--- src/rtl/ffra_sched.sv ---
// Round-robin scheduler sharing one a*b+ci datapath among NREQ requesters.
// Tracks in-flight ops by id, returns tagged results, and supports per-requester chaining.
module ffra_sched #(
    parameter int NREQ = 4,
    parameter int LAT  = 1,
    parameter int IDW  = $clog2(NREQ)
) (
    input  logic                clk,
    input  logic                rst,
    input  logic [NREQ-1:0]     req_valid,
    output logic [NREQ-1:0]     req_ready,
    input  logic [NREQ-1:0]     req_chain,
    input  logic [8*NREQ-1:0]   req_a,
    input  logic [8*NREQ-1:0]   req_b,
    input  logic [16*NREQ-1:0]  req_ci,
    output logic [7:0]          mac_a,
    output logic [7:0]          mac_b,
    output logic [15:0]         mac_ci,
    input  logic [15:0]         mac_o,
    output logic                rsp_valid,
    output logic [IDW-1:0]      rsp_id,
    output logic [15:0]         rsp_data
);

    logic [IDW-1:0]            ptr_q, ptr_d;
    logic [NREQ-1:0][15:0]     acc_q, acc_d;
    logic [LAT-1:0]            pipe_vld_q, pipe_vld_d;
    logic [LAT-1:0][IDW-1:0]   pipe_id_q, pipe_id_d;
    logic [7:0]                mac_a_q, mac_a_d;
    logic [7:0]                mac_b_q, mac_b_d;
    logic [15:0]               mac_ci_q, mac_ci_d;
    logic                      rsp_valid_q, rsp_valid_d;
    logic [IDW-1:0]            rsp_id_q, rsp_id_d;
    logic [15:0]               rsp_data_q, rsp_data_d;

    logic [NREQ-1:0]           busy;
    logic [NREQ-1:0]           elig;
    logic                      gnt_vld;
    logic [IDW-1:0]            gnt_id;
    logic                      done;
    logic [IDW-1:0]            done_id;

    // A chained requester must wait until none of its ops remain in the tracking pipe,
    // which is exactly when acc holds its newest result (no bypass path).
    always_comb begin
        busy = '0;
        for (int j = 0; j < LAT; j++) begin
            for (int i = 0; i < NREQ; i++) begin
                if (pipe_vld_q[j] && (pipe_id_q[j] == IDW'(i))) begin
                    busy[i] = 1'b1;
                end
            end
        end
        elig = req_valid & ~(req_chain & busy);
    end

    // Scan from the highest offset down so the first eligible slot at/after ptr wins.
    always_comb begin
        gnt_vld = 1'b0;
        gnt_id  = '0;
        for (int k = NREQ - 1; k >= 0; k--) begin
            int idx;
            idx = int'(ptr_q) + k;
            if (idx >= NREQ) begin
                idx = idx - NREQ;
            end
            if (elig[idx]) begin
                gnt_vld = 1'b1;
                gnt_id  = IDW'(idx);
            end
        end
        req_ready = '0;
        if (gnt_vld) begin
            req_ready[gnt_id] = 1'b1;
        end
    end

    assign done    = pipe_vld_q[LAT-1];
    assign done_id = pipe_id_q[LAT-1];

    always_comb begin
        ptr_d       = ptr_q;
        acc_d       = acc_q;
        mac_a_d     = mac_a_q;
        mac_b_d     = mac_b_q;
        mac_ci_d    = mac_ci_q;
        pipe_vld_d  = pipe_vld_q;
        pipe_id_d   = pipe_id_q;
        rsp_valid_d = done;
        rsp_id_d    = rsp_id_q;
        rsp_data_d  = rsp_data_q;

        pipe_vld_d[0] = gnt_vld;
        pipe_id_d[0]  = gnt_id;
        for (int j = 1; j < LAT; j++) begin
            pipe_vld_d[j] = pipe_vld_q[j-1];
            pipe_id_d[j]  = pipe_id_q[j-1];
        end

        if (gnt_vld) begin
            ptr_d    = (int'(gnt_id) == NREQ - 1) ? '0 : gnt_id + 1'b1;
            mac_a_d  = req_a[int'(gnt_id)*8 +: 8];
            mac_b_d  = req_b[int'(gnt_id)*8 +: 8];
            mac_ci_d = req_chain[gnt_id] ? acc_q[gnt_id] : req_ci[int'(gnt_id)*16 +: 16];
        end

        if (done) begin
            rsp_id_d       = done_id;
            rsp_data_d     = mac_o;
            acc_d[done_id] = mac_o;
        end
    end

    always_ff @(posedge clk) begin
        if (rst) begin
            ptr_q       <= '0;
            acc_q       <= '0;
            pipe_vld_q  <= '0;
            pipe_id_q   <= '0;
            mac_a_q     <= '0;
            mac_b_q     <= '0;
            mac_ci_q    <= '0;
            rsp_valid_q <= 1'b0;
            rsp_id_q    <= '0;
            rsp_data_q  <= '0;
        end else begin
            ptr_q       <= ptr_d;
            acc_q       <= acc_d;
            pipe_vld_q  <= pipe_vld_d;
            pipe_id_q   <= pipe_id_d;
            mac_a_q     <= mac_a_d;
            mac_b_q     <= mac_b_d;
            mac_ci_q    <= mac_ci_d;
            rsp_valid_q <= rsp_valid_d;
            rsp_id_q    <= rsp_id_d;
            rsp_data_q  <= rsp_data_d;
        end
    end

    assign mac_a     = mac_a_q;
    assign mac_b     = mac_b_q;
    assign mac_ci    = mac_ci_q;
    assign rsp_valid = rsp_valid_q;
    assign rsp_id    = rsp_id_q;
    assign rsp_data  = rsp_data_q;

endmodule
--- config.mk ---
export PLATFORM = sky130hd
export DESIGN_NAME = ffra_sched
export DESIGN_NICKNAME = d
export VERILOG_FILES = /design/src/rtl/ffra_sched.sv
export SDC_FILE = /design/constraint.sdc
export NUM_CORES = 1
export LEC_CHECK = 0
export ABC_AREA = 1
export BUFFER_PORTS_ARGS = -buffer_cell sky130_fd_sc_hd__buf_2
export CAP_MARGIN = 20
export CORE_ASPECT_RATIO = 0.5
export CORE_UTILIZATION = 30
export CTS_CLUSTER_SIZE = 8
export DETAILED_ROUTE_END_ITERATION = 8
export SLEW_MARGIN = 20
export SYNTH_ARGS = -nofsm -noshare
export SYNTH_HDL_FRONTEND = slang
export SYNTH_SLANG_ARGS = --single-unit
--- constraint.sdc ---
create_clock -name clk -period 6 [get_ports clk]
set_input_delay 0.6 -clock clk [delete_from_list [all_inputs] [get_ports clk]]
set_output_delay 0.6 -clock clk [all_outputs]
set_load 0.02 [all_outputs]
==> impl_metrics.env, run 1 <==
export IMPL_synth_top_area_frac=0.378
export IMPL_required_ns=5.40
export IMPL_instances_no_fill=1450
export IMPL_yosysUniqueCellTypes=24
export IMPL_status="finished, final reports clean"
export IMPL_grt_overflow=0
export IMPL_crit_top_cell="nand2_1"
export IMPL_place_gp_congestion=0.875
export IMPL_p_seq_frac=0.229
export IMPL_crit_path_end_kind="output pin"
export IMPL_cts_path_max_buffers=2
export IMPL_path_clk_slew_ns=0.06
export IMPL_rsz0062_at_grt="false"
export IMPL_die_width_um=208
export IMPL_dp_cells=1416
export IMPL_cts_root_buf="clkbuf_16"
export IMPL_max_stage_delay_ns=0.91
export IMPL_synth_cells=995
export IMPL_p_comb_frac=0.564
export IMPL_dp_hpwl_um=15700
export IMPL_p_per_area_mw_per_mm2=623
export IMPL_worstHoldPathCells=2
export IMPL_cp_top_family="buffers and inverters"
export IMPL_finalPower_mw=5.02
export IMPL_grt_pass1_vias=6348
export IMPL_worst_pin_slew_ns=1.02
export IMPL_core_area_mm2=0.0206
export IMPL_switching_share=0.503
export IMPL_drc_errors=0
export IMPL_yosys_area_top_type="dfxtp_1"
export IMPL_layout_drive_gt1_share=0.229
export IMPL_route_vias_total=7011
export IMPL_cts_resized=0
export IMPL_cp_depth=16
export IMPL_cap_violations=0
export IMPL_htreeDepth=4
export IMPL_synth_seq_cells=120
export IMPL_pre_cts_ws_ns=1.99
export IMPL_slowest_stage="clkinv_1"
export IMPL_dr_pass1_iters=5
export IMPL_regToRegEndpoint="ptr_q[1]$_SDFFE_PP0P_"
export IMPL_setup_viol=0
export IMPL_grt_max_degree=68
export IMPL_slew_violations=0
export IMPL_ys_seq_area_frac=0.378
export IMPL_ctsHoldBuffers=0
export IMPL_synth_edf_count=0
export IMPL_yosys_top_cells_count="nand2_1, nand3_1, nor2_1"
export IMPL_antenna_found_initial=1
export IMPL_timing_final_ws_setup_ns=1.14
export IMPL_crit_type="reg -> out"
export IMPL_skew_ns=0.0101
export IMPL_synthFlopType="dfxtp_1"
export IMPL_r2r_slack_ns=2.02
export IMPL_yosysMostFrequentCell="nand2_1"
export IMPL_slew_headroom=0.314
export IMPL_crit_start="done_id[0]$_SDFF_PP0_"
export IMPL_pin_count=209
export IMPL_p_int_mw=2.50
export IMPL_numCtsBuffers=17
export IMPL_path_cells="nand4_1 > nand3_1 > nand2_1 > nand2_2 > nand2_1 > nor2_1 > nand2_1 > nand2_1 > nand2_1 > nand2_1 > buf_4 > clkinv_1 > ha_1 > nand2_1 > inv_1 > buf_2"
export IMPL_cp_max_fo=36
export IMPL_layout_min_cycle_time_ns=4.86
export IMPL_ant_nets=0
export IMPL_rows=37
export IMPL_port_buffers=208
export IMPL_p_clk_frac=0.207
export IMPL_synth_nets=1153
export IMPL_hp_class="reg -> reg"
export IMPL_area_growth_pct=26.8
export IMPL_dieArea_mm2=0.0218
export IMPL_num_nets_final=1321
export IMPL_wl_per_cell_um=15.1
export IMPL_grt_first_pass_wirelength_um=34300
export IMPL_vias_per_cell=4.84
export IMPL_cp_arrival_ns=4.26
export IMPL_syn_area_per_cell_um2=6.39
export IMPL_path_buf_inv=4
export IMPL_start_util=0.308
export IMPL_clk_latency_ns=0.42
export IMPL_max_freq_mhz=206
export IMPL_hold_viol=0
export IMPL_peakVddDrop_mv=0.464
export IMPL_ff2ff_path_depth=15
export IMPL_reg2reg_from="done_id[0]$_SDFF_PP0_"
export IMPL_leakage_nw=3.95
export IMPL_whs_ns=0.450
export IMPL_track_usage=0.200
export IMPL_synthArstFlopShare=0
export IMPL_cts_sinks=120
export IMPL_cts_tree="yes"
export IMPL_cp_start_kind="flop"
export IMPL_synthesis_area_mm2=0.00636
export IMPL_crit_end="req_ready[2]"
export IMPL_drt_wl_total_um=21900
export IMPL_yosysWarnings=0
export IMPL_first_iter_violations=568
export IMPL_post_cts_setup_buffers=0
export IMPL_synth_area_leaders="dfxtp_1, nand2_1, nand3_1"
export IMPL_tns_ns=0
export IMPL_power_switching_mw=2.52
export IMPL_die_h_um=105
export IMPL_finalCritPeriodShare=0.810
[worst min path at each step]
| stage | from | to | slack, ns |
|---|---|---|---|
| after floorplan | acc_q[48]$_SDFFE_PP0N_ | acc_q[48]$_SDFFE_PP0N_ | 0.44 |
| after global placement | mac_b[3]$_SDFFE_PP0P_ | mac_b[3]$_SDFFE_PP0P_ | 0.43 |
| after detailed placement | mac_b[1]$_SDFFE_PP0P_ | mac_b[1]$_SDFFE_PP0P_ | 0.44 |
| after CTS | mac_ci[5]$_SDFFE_PP0P_ | mac_ci[5]$_SDFFE_PP0P_ | 0.45 |
| after global routing | mac_ci[13]$_SDFFE_PP0P_ | mac_ci[13]$_SDFFE_PP0P_ | 0.46 |
| final | mac_ci[0]$_SDFFE_PP0P_ | mac_ci[0]$_SDFFE_PP0P_ | 0.45 |
[area by class of cell]
cell class | instances | area [µm²]
fill | 2234 | 12600
multi-input combinational | 782 | 3510
sequential | 120 | 2400
timing repair buffer | 216 | 1110
clock buffer | 18 | 429
tap | 273 | 342
clock inverter | 14 | 165
inverter | 26 | 97.6
antenna | 1 | 2.50
[metal layers]
| layer | up-vias | part of all wire | wire length [µm] | track usage |
|---|---|---|---|---|
| met5 | - | 0 | 0 | 0 |
| met4 | 0 | 0.0073 | 159 | 0.0466 |
| met3 | 11 | 0.061 | 1330 | 0.0403 |
| met2 | 229 | 0.42 | 9090 | 0.288 |
| met1 | 3202 | 0.52 | 11300 | 0.299 |
| li1 | 3569 | - | - | - |
[metrics by stage]
| stage | instance area (µm²) | utilization |
|---|---|---|
| after global routing | 8060 | 0.390 |
| final | 8060 | 0.390 |
| after floorplan | 6360 | - |
| after detailed placement | 7440 | 0.361 |
| after global placement | 7440 | 0.361 |
| after CTS | 8040 | 0.389 |
[power by group through the flow]
stage / registers (mW) / logic [mW] / clock network [mW]
after CTS: 1.15 / 2.83 / 1.06
after global placement: 1.16 / 2.78 / 0
after detailed placement: 1.16 / 2.82 / 0
final: 1.15 / 2.83 / 1.04
after global routing: 1.17 / 3.17 / 1.10
after floorplan: 1.25 / 2.12 / 0
[logic make-up after synthesis]
| group | count (synthesis) | share of synthesized area |
|---|---|---|
| DFF | 120 | 0.378 |
| xor gates and xnor gates | 1 | 0.00256 |
| and+or+nand+nor | 659 | 0.436 |
| adders and majority gates | 4 | 0.00787 |
| buffers and inverters | 93 | 0.0703 |
| AOI/OAI and AO/OA | 118 | 0.106 |
[flip-flops by register name, indices dropped and copies added, names as in the netlist]
| name | cells |
|---|---|
| acc_q | 64 |
| done | 1 |
| done_id | 2 |
| mac_a | 8 |
| mac_b | 8 |
| mac_ci | 16 |
| ptr_q | 2 |
| rsp_data | 16 |
| rsp_id | 2 |
| rsp_valid | 1 |
[worst register-to-register path, stage by stage, from the launching register on]
cell and delay (ns):
dfxtp_1 0.84, nand4_1 0.24, nand3_1 0.15, nand2_1 0.08, nand2_2 0.07, nand2_1 0.08
nor2_1 0.11, nand2_1 0.06, nand2_1 0.05, nand2_1 0.04, nand2_1 0.05, buf_4 0.35
clkinv_1 0.92, ha_1 0.66, nand2_1 0.07, o21ai_0 0.09
[layout by cell type (no fill, tap or decap), types with 2 or more instances in the layout]
cell,instances
nand2_2,7
nor2_1,134
o211ai_1,32
dfxtp_1,120
or2_2,8
bufinv_16,2
or2_1,18
o21ai_0,66
nand2_1,336
a21oi_1,19
clkinv_4,3
inv_8,2
nand4_1,3
buf_2,208
ha_1,4
clkbuf_16,17
clkinv_1,5
nand3_1,144
inv_2,4
buf_4,7
inv_1,17
inv_6,5
or2_0,6
Note: power is estimated with default switching activity, not from simulation.
==> inputs of run 2 (changes only) <==
==> constraint.sdc (replaced) <==
create_clock -name clk -period 4.3 [get_ports clk]
set_input_delay 0.43 -clock clk [delete_from_list [all_inputs] [get_ports clk]]
set_output_delay 0.43 -clock clk [all_outputs]
set_load 0.02 [all_outputs]
==> impl_metrics.env, run 2 (synthesis gave the netlist of run 1 again) <==
export IMPL_status="finished, final reports clean"
export IMPL_grt_overflow=0
export IMPL_slowest_stage="inv_2"
export IMPL_die_h_um=105
export IMPL_grtUsageMet1=0.305
export IMPL_drc_errors=0
export IMPL_layout_drive_gt1_share=0.230
export IMPL_pre_cts_ws_ns=0.985
export IMPL_r2r_slack_ns=0.98
export IMPL_core_area_mm2=0.0206
export IMPL_peakVddDrop_mv=0.846
export IMPL_grt_use_met2=0.308
export IMPL_die_width_um=208
export IMPL_hold_viol=0
export IMPL_rows=37
export IMPL_start_util=0.308
export IMPL_tns_ns=0
export IMPL_htreeDepth=4
export IMPL_dieArea_mm2=0.0218
export IMPL_setup_viol=0
export IMPL_wl_per_cell_um=15.8
export IMPL_rsz0062_at_grt="false"
export IMPL_post_cts_setup_buffers=0
export IMPL_antennaDiodeCount=0
export IMPL_crit_path_end_kind="output pin"
export IMPL_fillers=2206
export IMPL_leakage_nw=3.98
export IMPL_slew_headroom=0.503
export IMPL_cp_start_kind="flop"
export IMPL_p_per_area_mw_per_mm2=877
export IMPL_hp_class="in -> reg"
export IMPL_grt_first_pass_wirelength_um=36500
export IMPL_use_met3=0.0598
export IMPL_crit_top_cell="nand2_1"
export IMPL_crit_type="reg -> out"
export IMPL_drt_wl_total_um=22900
export IMPL_worst_pin_slew_ns=0.745
export IMPL_num_nets_final=1323
export IMPL_antenna_found_initial=1
export IMPL_dr_pass1_iters=7
export IMPL_slew_violations=0
export IMPL_place_gp_congestion=0.891
export IMPL_cp_max_fo=35
export IMPL_required_ns=3.87
export IMPL_port_buffers=208
export IMPL_clk_latency_ns=0.42
export IMPL_grt_pass1_vias=6663
export IMPL_pin_count=209
export IMPL_finalPower_mw=7.08
export IMPL_final_common_cell="nand2_1"
export IMPL_cts_path_max_buffers=2
export IMPL_path_clk_slew_ns=0.06
export IMPL_route_vias_total=7123
export IMPL_layout_common_cells="nand2_1, buf_2, nand3_1"
export IMPL_largest_reg_flops=64
export IMPL_max_stage_delay_ns=0.48
export IMPL_cts_resized=0
export IMPL_path_cells="buf_4 > nand4_1 > nand3_1 > nand2_1 > nand2_1 > nand2_1 > nand2_2 > nand2_1 > nand2_2 > nand2_2 > inv_2 > ha_1 > nand2_1 > inv_1 > buf_2"
export IMPL_cp_arrival_ns=3.27
export IMPL_track_usage=0.212
export IMPL_finalCritPeriodShare=0.860
export IMPL_cap_violations=0
export IMPL_ant_nets=0
export IMPL_skew_ns=0.00708
export IMPL_vias_per_cell=4.91
export IMPL_timing_final_ws_setup_ns=0.600
export IMPL_grt_max_degree=68
export IMPL_cts_sinks=120
export IMPL_first_iter_violations=738
export IMPL_ctsHoldBuffers=0
export IMPL_area_growth_pct=26.9
export IMPL_max_freq_mhz=270
export IMPL_largest_register="acc_q"
export IMPL_cts_tree="yes"
export IMPL_numCtsBuffers=17
export IMPL_cts_root_buf="clkbuf_16"
export IMPL_grt_busiest_layer="met2"
export IMPL_dp_hpwl_um=16200
export IMPL_layout_min_cycle_time_ns=3.70
-- run 2: changes by cell type in the layout (fill, tap and decap cells not counted), sizes merged --
cell	change
inv	-4
diode	-1
clkinvlp	-1
clkbuf	+2
buf	+2
bufinv	+1
clkinv	+2
-- run 2: worst paths after layout --
kind,start,endpoint,depth (start not counted)
worst max-delay path,done$_SDFF_PP0_,req_ready[1],15
worst max register to register,done$_SDFF_PP0_,mac_ci[5]$_SDFFE_PP0P_,19
worst min register to register,mac_ci[11]$_SDFFE_PP0P_,mac_ci[11]$_SDFFE_PP0P_,2
worst min-delay path,mac_o[2],rsp_data[2]$_SDFFE_PP0P_,3
-- run 2: critical path, delay by kind of cell, from the launching register on --
family        cells  cell delay [ns]
buf+inv           4             0.94
fa+ha+maj         1             0.24
simple gates     10             1.34
flops             1             0.30
-- run 2: where the power goes --
group,internal [mW],leakage (nW),total [mW],switching [mW]
registers,1.42,0.987,1.58,0.164
clock network,0.925,0.298,1.47,0.547
logic,1.20,2.69,4.02,2.82
total,3.55,3.98,7.08,3.53
-- run 2: metrics by stage --
| step | instances | instance area [µm²] | hold WS, ns | util |
|---|---|---|---|---|
| after floorplan | 995 | 6360 | 0.442 | - |
| after global placement | 1419 | 7470 | 0.434 | 0.362 |
| after detailed placement | 1419 | 7470 | 0.436 | 0.362 |
| after CTS | 1451 | 8060 | 0.321 | 0.391 |
| after global routing | 1451 | 8060 | 0.328 | 0.391 |
| final | 1451 | 8060 | 0.325 | 0.391 |
-- run 2: layer usage --
layer	share of wire	routed length [µm]
met2	0.41	9440
met1	0.49	11300
met4	0.014	314
met3	0.079	1800
met5	0.00070	16
-- run 2: layout make-up --
cell class              instances  area [µm²]  area share
clock buffers                  20         447      0.0554
clock inverters                12         150      0.0186
inverters                      26        97.6      0.0121
multi-input cells             782        3510       0.435
flip-flops and latches        120        2400       0.298
well taps                     273         342      0.0424
repair buffers                218        1120       0.138
==> inputs of run 3 (changes only) <==
--- a/config.mk
+++ b/config.mk
@@ -9,9 +9,10 @@
 export BUFFER_PORTS_ARGS = -buffer_cell sky130_fd_sc_hd__buf_2
 export CAP_MARGIN = 20
 export CORE_ASPECT_RATIO = 0.5
-export CORE_UTILIZATION = 30
+export CORE_UTILIZATION = 46
 export CTS_CLUSTER_SIZE = 8
 export DETAILED_ROUTE_END_ITERATION = 8
+export PLACE_DENSITY = 0.77
 export SLEW_MARGIN = 20
 export SYNTH_ARGS = -nofsm -noshare
 export SYNTH_HDL_FRONTEND = slang
==> impl_metrics.env, run 3 (synthesis gave the netlist of run 1 again) <==
export IMPL_cts_path_max_buffers=2
export IMPL_worst_pin_slew_ns=0.970
export IMPL_largest_reg_flops=64
export IMPL_reg2reg_from="done$_SDFF_PP0_"
export IMPL_placed_area_mm2=0.00734
export IMPL_dr_pass1_iters=6
export IMPL_final_common_cell="nand2_1"
export IMPL_place_gp_congestion=0.935
export IMPL_ant_nets=0
export IMPL_layout_common_cells="nand2_1, buf_2, nand3_1"
export IMPL_max_stage_delay_ns=0.44
export IMPL_cts_sinks=120
export IMPL_grt_overflow=0
export IMPL_ctsHoldBuffers=0
export IMPL_min_to="rsp_data[2]$_SDFFE_PP0P_"
export IMPL_core_area_mm2=0.0131
export IMPL_cp_top_family="buffers and inverters"
export IMPL_first_iter_violations=950
export IMPL_p_per_area_mw_per_mm2=891
export IMPL_ff2ff_path_depth=17
export IMPL_cts_tree="yes"
export IMPL_slew_headroom=0.349
export IMPL_worstHoldPathCells=3
export IMPL_max_freq_mhz=310
export IMPL_cts_root_buf="clkbuf_16"
export IMPL_leakage_nw=3.96
export IMPL_slew_violations=0
export IMPL_htreeDepth=4
export IMPL_post_cts_setup_buffers=0
export IMPL_start_util=0.487
export IMPL_rsz0062_at_grt="false"
export IMPL_vias_per_cell=5.38
export IMPL_dp_hpwl_um=14500
export IMPL_rows=29
export IMPL_skew_ns=0.00895
export IMPL_die_width_um=168
export IMPL_finalPower_mw=7.05
export IMPL_finalCritPeriodShare=0.750
export IMPL_hp_class="in -> reg"
export IMPL_drc_errors=0
export IMPL_antenna_found_initial=0
export IMPL_cp_start_kind="flop"
export IMPL_route_vias_total=7246
export IMPL_grt_max_degree=68
export IMPL_regToRegEndpoint="mac_ci[2]$_SDFFE_PP0P_"
export IMPL_crit_top_cell="nand2_1"
export IMPL_numCtsBuffers=17
export IMPL_path_clk_slew_ns=0.06
export IMPL_cts_resized=0
export IMPL_area_growth_pct=24.5
export IMPL_hold_viol=0
export IMPL_layout_drive_gt1_share=0.231
export IMPL_cap_violations=0
export IMPL_crit_path_end_kind="output pin"
export IMPL_track_usage=0.295
export IMPL_setup_viol=0
export IMPL_grt_pass1_vias=6237
export IMPL_grt_first_pass_wirelength_um=32800
export IMPL_die_h_um=85.1
export IMPL_required_ns=3.87
export IMPL_wl_per_cell_um=15.8
export IMPL_drt_wl_total_um=21300
export IMPL_path_buf_inv=4
export IMPL_largest_register="acc_q"
export IMPL_port_buffers=208
export IMPL_antennaDiodeCount=0
export IMPL_path_cells="buf_4 > nand4_1 > nand3_1 > nand2_1 > nand2_1 > nand2_1 > nand2_2 > nand2_1 > nand2_2 > nand2_2 > inv_2 > ha_1 > nand2_1 > inv_1 > buf_2"
export IMPL_pin_count=209
export IMPL_status="finished, final reports clean"
export IMPL_num_nets_final=1323
export IMPL_layout_min_cycle_time_ns=3.23
export IMPL_cp_arrival_ns=2.80
export IMPL_cp_max_fo=35
export IMPL_slowest_stage="inv_2"
export IMPL_crit_type="reg -> out"
export IMPL_tns_ns=0
export IMPL_r2r_slack_ns=1.15
export IMPL_peakVddDrop_mv=0.834
export IMPL_clk_latency_ns=0.42
export IMPL_stdcell_area_mm2=0.00792
export IMPL_dieArea_mm2=0.0143
export IMPL_min_delay_start="mac_o[2]"
## run 3: metal layers
metal  track usage  wire, µm
met4        0.0810       313
met5             0         0
met1         0.410      9430
met2         0.454      9320
met3        0.0751      2260
## run 3: worst max path at each step
stage                                    endpoint  cells past startpoint  slack [ns]                  start
after global placement     mac_ci[5]$_SDFFE_PP0P_                     19        1.33        done$_SDFF_PP0_
after detailed placement  mac_ci[11]$_SDFFE_PP0P_                     19        1.26        done$_SDFF_PP0_
final                                req_ready[3]                     15        1.07        done$_SDFF_PP0_
after CTS                            req_ready[3]                     15        1.05        done$_SDFF_PP0_
after global routing                 req_ready[0]                     16        0.80        done$_SDFF_PP0_
after floorplan                      req_ready[1]                     16        1.95  done_id[0]$_SDFF_PP0_
## run 3: power breakdown
group	internal (mW)	switching, mW
Combinational	1.21	2.84
Clock	0.816	0.597
Sequential	1.42	0.169
Total	3.44	3.61
## run 3: cell type report
| type | count | area (µm²) |
|---|---|---|
| Clock buffer | 17 | 425 |
| Clock inverter | 15 | 153 |
| Fill cell | 1238 | 5150 |
| Inverter | 26 | 97.6 |
| Multi-Input combinational cell | 782 | 3510 |
| Sequential cell | 120 | 2400 |
| Tap cell | 170 | 213 |
| Timing Repair Buffer | 218 | 1120 |
## run 3: metrics by stage
step | hold WS [ns] | setup WS [ns] | utilization | instances
5_1_grt | 0.326 | 0.803 | 0.606 | 1348
3_3_place_gp | 0.432 | 1.33 | 0.562 | 1316
2_1_floorplan | 0.442 | 1.95 | - | 995
4_1_cts | 0.302 | 1.05 | 0.606 | 1348
6_report | 0.312 | 1.07 | 0.606 | 1348
3_5_place_dp | 0.434 | 1.26 | 0.562 | 1316
## run 3: worst register-to-register path, stage by stage (launching register included)
cell	delay, ns
dfxtp_1	0.31
buf_4	0.26
nand4_1	0.18
nand3_1	0.12
nand2_1	0.08
nand2_1	0.09
nand2_1	0.08
nand2_2	0.09
nand2_1	0.06
nand2_2	0.07
buf_4	0.56
nand3_1	0.26
nand2_2	0.31
inv_2	0.19
nand2_1	0.10
nand3_1	0.06
nand3_1	0.12
nand2_1	0.08
